[src/rtl/lsu_mem_stage.sv]
// MEM-stage load/store unit: formats store data and byte enables, runs the
// req/ack handshake with data memory, and aligns/extends load data.
module lsu_mem_stage #(
   parameter int DATA_WIDTH = 32,
   parameter int ADDR_WIDTH = 32
) (
   input  logic                  clk,
   input  logic                  rst_n,
   input  logic                  req_valid,
   output logic                  req_ready,
   input  logic                  req_we,
   input  logic [2:0]            req_funct3,
   input  logic [ADDR_WIDTH-1:0] ALUResult,
   input  logic [DATA_WIDTH-1:0] store_data,
   output logic                  stall,
   output logic                  resp_valid,
   output logic [DATA_WIDTH-1:0] resp_rdata,
   output logic                  resp_err,
   output logic                  mem_req,
   output logic                  mem_we,
   output logic [ADDR_WIDTH-1:0] mem_addr,
   output logic [DATA_WIDTH-1:0] mem_wdata,
   output logic [3:0]            mem_be,
   input  logic                  mem_ack,
   input  logic [DATA_WIDTH-1:0] mem_rdata
);

   // state  | meaning
   // IDLE   | ready for a new request from EX
   // ACCESS | memory request outstanding, waiting for mem_ack
   // RESP   | one-cycle completion pulse (data or error)
   localparam logic [1:0] S_IDLE   = 2'd0;
   localparam logic [1:0] S_ACCESS = 2'd1;
   localparam logic [1:0] S_RESP   = 2'd2;

   logic [1:0]            state;
   logic [2:0]            lat_f3;
   logic [1:0]            lat_off;
   logic                  lat_we;

   logic                  ld_ok;
   logic                  st_ok;
   logic                  misal;
   logic                  req_err;
   logic [3:0]            be_fmt;
   logic [DATA_WIDTH-1:0] wdata_fmt;
   logic [7:0]            byte_sel;
   logic [15:0]           half_sel;
   logic [DATA_WIDTH-1:0] load_fmt;

   assign req_ready = (state == S_IDLE);
   assign stall     = ((state == S_IDLE) & req_valid) | (state == S_ACCESS);

   always_comb begin
      ld_ok = 1'b0;
      st_ok = 1'b0;
      case (req_funct3)
         3'b000, 3'b001, 3'b010: begin
            ld_ok = 1'b1;
            st_ok = 1'b1;
         end
         3'b100, 3'b101: ld_ok = 1'b1;
         default: ;
      endcase
      misal   = ((req_funct3[1:0] == 2'b01) & ALUResult[0]) |
                ((req_funct3[1:0] == 2'b10) & (ALUResult[1:0] != 2'b00));
      req_err = ~(req_we ? st_ok : ld_ok) | misal;
   end

   always_comb begin
      be_fmt    = 4'b1111;
      wdata_fmt = store_data;
      if (req_we) begin
         case (req_funct3[1:0])
            2'b00: begin
               be_fmt    = 4'b0001 << ALUResult[1:0];
               wdata_fmt = {4{store_data[7:0]}};
            end
            2'b01: begin
               be_fmt    = 4'b0011 << {ALUResult[1], 1'b0};
               wdata_fmt = {2{store_data[15:0]}};
            end
            default: ;
         endcase
      end
   end

   // lane select uses the captured offset; mem_rdata is only valid with mem_ack
   always_comb begin
      byte_sel = mem_rdata[{lat_off, 3'b000} +: 8];
      half_sel = mem_rdata[{lat_off[1], 4'b0000} +: 16];
      case (lat_f3)
         3'b000:  load_fmt = {{(DATA_WIDTH-8){byte_sel[7]}}, byte_sel};
         3'b001:  load_fmt = {{(DATA_WIDTH-16){half_sel[15]}}, half_sel};
         3'b100:  load_fmt = {{(DATA_WIDTH-8){1'b0}}, byte_sel};
         3'b101:  load_fmt = {{(DATA_WIDTH-16){1'b0}}, half_sel};
         default: load_fmt = mem_rdata;
      endcase
   end

   always_ff @(posedge clk or negedge rst_n) begin
      if (!rst_n) begin
         state      <= S_IDLE;
         lat_f3     <= 3'b000;
         lat_off    <= 2'b00;
         lat_we     <= 1'b0;
         mem_req    <= 1'b0;
         mem_we     <= 1'b0;
         mem_addr   <= '0;
         mem_wdata  <= '0;
         mem_be     <= 4'b0000;
         resp_valid <= 1'b0;
         resp_rdata <= '0;
         resp_err   <= 1'b0;
      end else begin
         resp_valid <= 1'b0;
         case (state)
            S_IDLE: begin
               if (req_valid) begin
                  lat_f3  <= req_funct3;
                  lat_off <= ALUResult[1:0];
                  lat_we  <= req_we;
                  if (req_err) begin
                     state      <= S_RESP;
                     resp_valid <= 1'b1;
                     resp_err   <= 1'b1;
                     resp_rdata <= '0;
                  end else begin
                     state     <= S_ACCESS;
                     mem_req   <= 1'b1;
                     mem_we    <= req_we;
                     mem_addr  <= {ALUResult[ADDR_WIDTH-1:2], 2'b00};
                     mem_be    <= be_fmt;
                     mem_wdata <= req_we ? wdata_fmt : '0;
                  end
               end
            end
            S_ACCESS: begin
               if (mem_ack) begin
                  state      <= S_RESP;
                  mem_req    <= 1'b0;
                  mem_we     <= 1'b0;
                  resp_valid <= 1'b1;
                  resp_err   <= 1'b0;
                  resp_rdata <= lat_we ? '0 : load_fmt;
               end
            end
            S_RESP: begin
               state      <= S_IDLE;
               resp_err   <= 1'b0;
               resp_rdata <= '0;
            end
            default: state <= S_IDLE;
         endcase
      end
   end

endmodule

[config.mk]
export PLATFORM = sky130hd
export DESIGN_NAME = lsu_mem_stage
export DESIGN_NICKNAME = d
export VERILOG_FILES = /design/src/rtl/lsu_mem_stage.sv
export SDC_FILE = /design/constraint.sdc
export NUM_CORES = 1
export LEC_CHECK = 0
export ABC_CLOCK_PERIOD_IN_PS = 2650
export BUFFER_PORTS_ARGS = -buffer_cell sky130_fd_sc_hd__buf_2
export CAP_MARGIN = 10
export CORE_MARGIN = 2
export CORE_UTILIZATION = 30
export DETAILED_ROUTE_END_ITERATION = 10
export PLACE_DENSITY = 0.56
export SLEW_MARGIN = 10
export SYNTH_ARGS = -nofsm -noshare
export SYNTH_HDL_FRONTEND = slang
export SYNTH_SLANG_ARGS = --single-unit
[constraint.sdc]
create_clock -name clk -period 2.65 [get_ports clk]
set_input_delay 0.1325 -clock clk [delete_from_list [all_inputs] [get_ports clk]]
set_output_delay 0.1325 -clock clk [all_outputs]
set_load 0.005 [all_outputs]
==> results of run 1 <==
## per-layer routing
layer	part of all wire [%]	vias to the layer above	GRT usage, %
met4	0.71	0	3.35
met2	47	170	27.2
met3	7.5	11	5.21
li1	-	2317	-
met5	0	-	0
met1	45	2200	22.7
## state kept, by name, summed over array words and instances (netlist names)
name,cells
resp_rdata,32
state,2
mem_we,1
resp_valid,1
lat_we,1
lat_off,2
mem_req,1
mem_be,4
mem_wdata,32
lat_f3,3
resp_err,1
mem_addr,30
## final cells by class
type                       count  area [µm²]
timing repair buffer         254        1500
clock buffer                   9         225
fill                        1792       10600
sequential                   110        2750
inverter                      26        97.6
tap                          229         287
antenna                        2        5.00
multi-input combinational    352        2440
clock inverter                 7        97.6
## where the power goes
group	switching (mW)	leakage [nW]	internal (mW)	total (mW)
logic	1.43	2.20	1.30	2.72
registers	0.372	1.42	2.28	2.65
clock network	0.720	0.159	0.771	1.49
total	2.52	3.78	4.35	6.87
## cell families (layout without fill, tap and decap cells)
group,Yosys count,after routing,share of synthesized area [%]
compound gates,139,139,17.9
simple gates,130,130,10.2
flops,110,110,50.2
mux,78,78,15.5
buf+inv,66,296,5.48
fa+ha+maj,3,3,0.685
other cells,1,4,0.0684
## timing repair
action                    4_1_cts  5_1_grt
hold endpoints to repair       76        0
hold buffers                   30        0
setup buffers                   0        0
## worst max path at each step
stage	from	to	slack, ns	depth (start not counted)
after detailed placement	state[1]	resp_rdata[30]	0.54	7
after floorplan	state[0]	mem_addr[11]	0.71	8
after global placement	state[1]	resp_rdata[7]	0.60	6
after CTS	lat_off[1]	resp_rdata[4]	0.52	4
final	lat_off[1]	resp_rdata[4]	0.52	4
after global routing	state[1]	resp_rdata[30]	0.30	7
## cells in the mapped netlist (all sizes together) (2+ instances only)
library cell and instances:
o311ai 2, a21oi 6, o31ai 3, nor2 9
a22o 8, mux2 53, a22oi 7, clkbuf 20
ha 3, a221oi 2, mux2i 25, o21ai 51
nor2b 4, nor4 2, buf 20, a21o 17
nand2b 3, nand3 18, dfrtp 110, o2bb2ai 18
inv 25, a32oi 8, nand2 92, o211ai 14
## metrics by stage
| stage | hold WS (ns) | util, % |
|---|---|---|
| 2_1_floorplan | -0.163 | - |
| 3_3_place_gp | 0.207 | 37.8 |
| 5_1_grt | 0.0124 | 41.2 |
| 6_report | 0.0211 | 41.3 |
| 3_5_place_dp | 0.216 | 37.8 |
| 4_1_cts | 0.00454 | 41.2 |
==> results by group, run 1 <==
Outcome
  – Outcome: complete, no violations

Setup path
  – CP arrival: 2.40 ns
  – CP startpoint kind: flip-flop
  – CP max stage cell: dfrtp_1
  – WS Path Type: reg2reg
  – Crit. End Element: flip-flop
  – CP max FO: 15
  – Crit-path cells: clkinv_1, a21oi_1, o211ai_1, mux2i_1
  – Max incr delay on CP: 0.73 ns
  – Worst reg2reg startpoint: lat_off[1]
  – FF-to-FF setup slack: 0.52 ns
  – Worst r2r path cells: 4
  – CP delay by family, top: flip-flops
  – Reg2reg end: resp_rdata[4]
  – Data required time of the worst path: 2.92 ns
  – Buffer and inverter count on the worst path: 1

Timing
  – Final worst slack: 0.519 ns
  – TNS Setup: 0 ns
  – Final hold violation count: 0
  – Max Fclk: 469 MHz
  – Final period utilization: 80.4%
  – Max_slew headroom: 46.4%
  – Post-route minimum period: 2.13 ns
  – RSZ-0062 raised after global routing: false
  – Worst-margin pin slew: 0.801 ns
  – Slew Limit Fails: 0
  – Setup violators final: 0
  – Clock Skews: 0.00740 ns

Flow run
  – Max_cap viols: 0

Hold path
  – Worst hold start: ALUResult[20]
  – WHS Path Cells: 2
  – Hold Path Class: in2reg
  – Hold endpoint: mem_addr[20]

Routing
  – Routed wire length per instance: 16.5 µm
  – Pre-antenna DRT Iters: 4
  – DRT Wirelength: 16.3 mm
  – Final ANT Viol Nets: 0
  – Vias per cell: 4.75
  – DRC Markers: 0
  – Via count: 4698
  – Iteration-0 DRC Markers: 230

Final layout
  – Post-Layout Cell Count: 989
  – Area Overhead vs Synth: 35.2%
  – Layout net count: 860
  – Finished Cell Area: 0.00741 mm²
  – Layout cell share with drive strength beyond 1: 37.9%
  – Most frequent cells in the layout: buf_2, dfrtp_1, nand2_1
  – Most common cell after layout, fill and taps aside: buf_2

Clock tree
  – Gates resized, CTS repair: 0
  – Root Buffer: clkbuf_16
  – H-tree level count: 3
  – Clk_lat worst skew: 0.36 ns
  – CTS sink count: 110
  – CTS Buffer Depth: 2
  – CTS tree: built
  – Total CTS buffers: 9
  – Clock transition at path regs: 0.08 ns

Logic synthesis
  – #FFs+latches synth: 110
  – Synth top area share: 50.2%
  – Post-Synthesis Cells: 527
  – Syn avg cell area: 10.4 µm²
  – Post-synth EDFFs: 0
  – Synthesized area: 0.00548 mm²
  – Synth top area cells: dfrtp_1, mux2_2, nand2_1
  – Async set-reset flop share out of synthesis: 100%
  – Syn. warnings: 0
  – Top_reg_cell synth: dfrtp_1
  – Sequential fraction of the synthesis area: 50.2%
  – Cell variety after synth: 40
  – Synth area leader: dfrtp_1

Global route
  – Total grt overflow: 0
  – Initial antenna violation count: 0
  – Vias in the first global route: 4674
  – Global Route Usage Sum: 16.9%
  – First-pass GRT wire length: 26.0 mm
  – Largest net degree at the start of global routing: 64

Power
  – Leakage: 3.78 nW
  – Worst IR Drop VDD: 0.483 mV
  – Power Dens Cells: 927 mW/mm²
  – Overall power: 6.87 mW

Die
  – Core box area: 0.0180 mm²
  – Die W: 139 µm
  – Die Height: 139 µm
  – Die area: 0.0194 mm²
  – Starting Density: 30.5%
  – Top Ports: 210
  – Rows: 49

Placement
  – Setup WS pre-CTS: 0.536 ns
  – Port bufs: 207
  – Hpwl dp: 11.7 mm
  – Inst Count DP: 941
  – GPL Wtd Cong: 0.875
  – Placed cell area: 0.00678 mm²
Note: power is estimated with default switching activity, not from simulation.
==> run 2: changes to the inputs <==
ABC_CLOCK_PERIOD_IN_PS = 2150   (was 2650)
clock period = 2.15 ns   (was 2.65 ns; I/O delays follow)
==> run 2 against run 1 <==
Sequential cell count stayed put. Power is 22% higher. Combinational power is 27% higher. Utilization is 0.13 points higher. Final cell count is 0.51% higher. Wire length is 1.0% lower. Die area stayed put. Clock power is 13% higher. Sequential power is 22% higher. Design area is 0.32% higher. Clock skew is 0.00094 ns higher.
==> results by group, run 2 (synthesized netlist as in run 1, its figures left out) <==
Clock tree
  – Setup bufs post-CTS: 0 (unchanged)
  – CTS Buffer Depth: 2 (unchanged)
  – H-tree level count: 3 (unchanged)
  – Clk_lat worst skew: 0.36 ns (about the same)
  – Total CTS buffers: 9 (unchanged)
  – Root Buffer: clkbuf_16
  – Clock transition at path regs: 0.08 ns (about the same)
  – CTS sink count: 110 (unchanged)
  – CTS tree: built

Setup path
  – CP delay by family, top: simple AND/OR/NAND/NOR gates
  – Buffer and inverter count on the worst path: 2 (+1)
  – Crit-path cells: inv_1, ha_1, nor2b_1, nor2_1, buf_4, and3_1, a22o_1
  – Crit. End Element: flip-flop
  – Data required time of the worst path: 2.40 ns (-0.52 ns)
  – CP startpoint kind: flip-flop
  – CP max stage cell: dfrtp_1
  – Max incr delay on CP: 0.38 ns (-0.35 ns)
  – WS Path Type: reg2reg
  – CP arrival: 2.12 ns (-0.28 ns)
  – CP max FO: 18 (+3)

Die
  – Starting Density: 30.5% (unchanged)
  – Die Height: 139 µm (unchanged)
  – Rows: 49 (unchanged)
  – Die W: 139 µm (unchanged)
  – Core box area: 0.0180 mm² (unchanged)
  – Top Ports: 210 (unchanged)
  – Die area: 0.0194 mm² (unchanged)

Placement
  – GPL Wtd Cong: 0.827 (-5.5%)
  – Hpwl dp: 11.9 mm (+1.5%)
  – Inst Count DP: 947 (+0.64%)
  – Port bufs: 207 (unchanged)

Power
  – Worst IR Drop VDD: 0.463 mV (-4.3%)
  – Leakage: 3.79 nW (+0.38%)
  – Overall power: 8.36 mW (+22%)
  – Power Dens Cells: 1120 mW/mm² (+21%)

Timing
  – Final hold violation count: 0 (unchanged)
  – Max_slew headroom: 32.4% (-14 points)
  – Post-route minimum period: 1.87 ns (-0.258 ns)
  – Setup violators final: 0 (unchanged)
  – Final period utilization: 87.1% (+6.7 points)
  – RSZ-0062 raised after global routing: false
  – Slew Limit Fails: 0 (unchanged)
  – TNS Setup: 0 ns (unchanged)
  – Max Fclk: 534 MHz (+14%)
  – Worst-margin pin slew: 1.01 ns (+0.211 ns)
  – Clock Skews: 0.00833 ns (+0.000935 ns)

Global route
  – Initial antenna violation count: 1 (+1)
  – First-pass GRT wire length: 26.0 mm (about the same)
  – GR peak layer: met2
  – GR Util met1: 22.0% (-0.69 points)
  – Vias in the first global route: 4771 (+2.1%)
  – Total grt overflow: 0 (unchanged)
  – Met2 usage: 27.4% (+0.23 points)
  – Global Route Usage Sum: 16.9% (about the same)
  – Largest net degree at the start of global routing: 56 (-13%)
  – M3 GR Usage: 4.56% (-0.66 points)

Routing
  – Final ANT Viol Nets: 0 (unchanged)
  – Vias per cell: 4.80 (+0.96%)
  – DRT Wirelength: 16.1 mm (-1.0%)
  – Via count: 4767 (+1.5%)
  – Routed wire length per instance: 16.2 µm (-1.5%)
  – Iteration-0 DRC Markers: 221 (-3.9%)
  – DRC Markers: 0 (unchanged)
  – Pre-antenna DRT Iters: 5 (+1)

Final layout
  – Post-Layout Cell Count: 994 (+0.51%)
  – Most frequent cells in the layout: buf_2, dfrtp_1, nand2_1
  – Area Overhead vs Synth: 35.7%
  – Most common cell after layout, fill and taps aside: buf_2
  – N_diodes: 0 (-2)
  – Layout fillers: 1798 (+0.33%)
  – Layout cell share with drive strength beyond 1: 38.3% (+0.44 points)
  – Layout net count: 867 (+0.81%)
  – Largest registers: mem_wdata: 32 flops, resp_rdata: 32 flops, mem_addr: 30 flops

Outcome
  – Outcome: complete, no violations

Hold path
  – Hold Path Class: in2reg

Flow run
  – Max_cap viols: 0 (unchanged)
==> run 2: changes by cell type in the layout (fill, tap and decap cells not counted) <==
cell           before  now
buf_4              15   21
bufinv_16           1    0
clkinvlp_4          0    2
diode_2             2    0
dlygate4sd3_1      30   31
inv_8               3    2
==> run 2: report_power, final <==
group / switching (mW) / leakage (nW) / internal, mW / total, mW
Combinational: 1.81 / 2.24 / 1.64 / 3.45
Clock: 0.854 / 0.139 / 0.822 / 1.68
Sequential: 0.423 / 1.42 / 2.82 / 3.24
Total: 3.08 / 3.79 / 5.28 / 8.36
==> run 2: worst paths after layout <==
kind	startpoint	endpoint	slack [ns]	cells past startpoint
max reg2reg	state[1]	resp_rdata[14]	0.28	7
min in group asynchronous	rst_n	mem_addr[18]	0.14	2
max in group asynchronous	rst_n	lat_f3[0]	1.30	3
max	state[1]	resp_rdata[14]	0.28	7
min	store_data[4]	mem_wdata[4]	0.02	3
min reg2reg	mem_wdata[21]	mem_wdata[21]	0.48	2
==> run 2: repair_timing <==
| action | 4_1_cts | 5_1_grt |
|---|---|---|
| hold buffers | 31 | 0 |
| resized for setup | 0 | 0 |
| hold endpoints to repair | 106 | 0 |
==> run 2: layer usage <==
metal	vias up	wire length, µm
met5	-	13
met4	2	219
met3	15	1230
met2	179	7610
met1	2253	7040
li1	2318	-
==> run 2: stage by stage <==
step / utilization, % / setup WS, ns / instance area, µm² / hold slack, ns
2_1_floorplan: - / 0.208 / 5490 / -0.188
6_report: 41.4 / 0.277 / 7440 / 0.0222
3_5_place_dp: 38.0 / 0.247 / 6830 / -0.0140
3_3_place_gp: 38.0 / 0.354 / 6830 / -0.0148
5_1_grt: 41.4 / 0.0670 / 7440 / 0.0284
4_1_cts: 41.4 / 0.263 / 7440 / 0.00990
==> run 2: layout make-up <==
class / instances / area [µm²] / share of cell area (%)
Timing Repair Buffer: 261 / 1560 / 21.0
Clock inverter: 7 / 71.3 / 0.959
Tap cell: 229 / 287 / 3.85
Clock buffer: 9 / 225 / 3.03
Sequential cell: 110 / 2750 / 37.0
Multi-Input combinational cell: 352 / 2440 / 32.9
Inverter: 26 / 97.6 / 1.31
==> run 2: worst min-delay path: stages <==
cell and delay (ns):
buf_2 0.12, nand2_1 0.05, o21ai_0 0.06
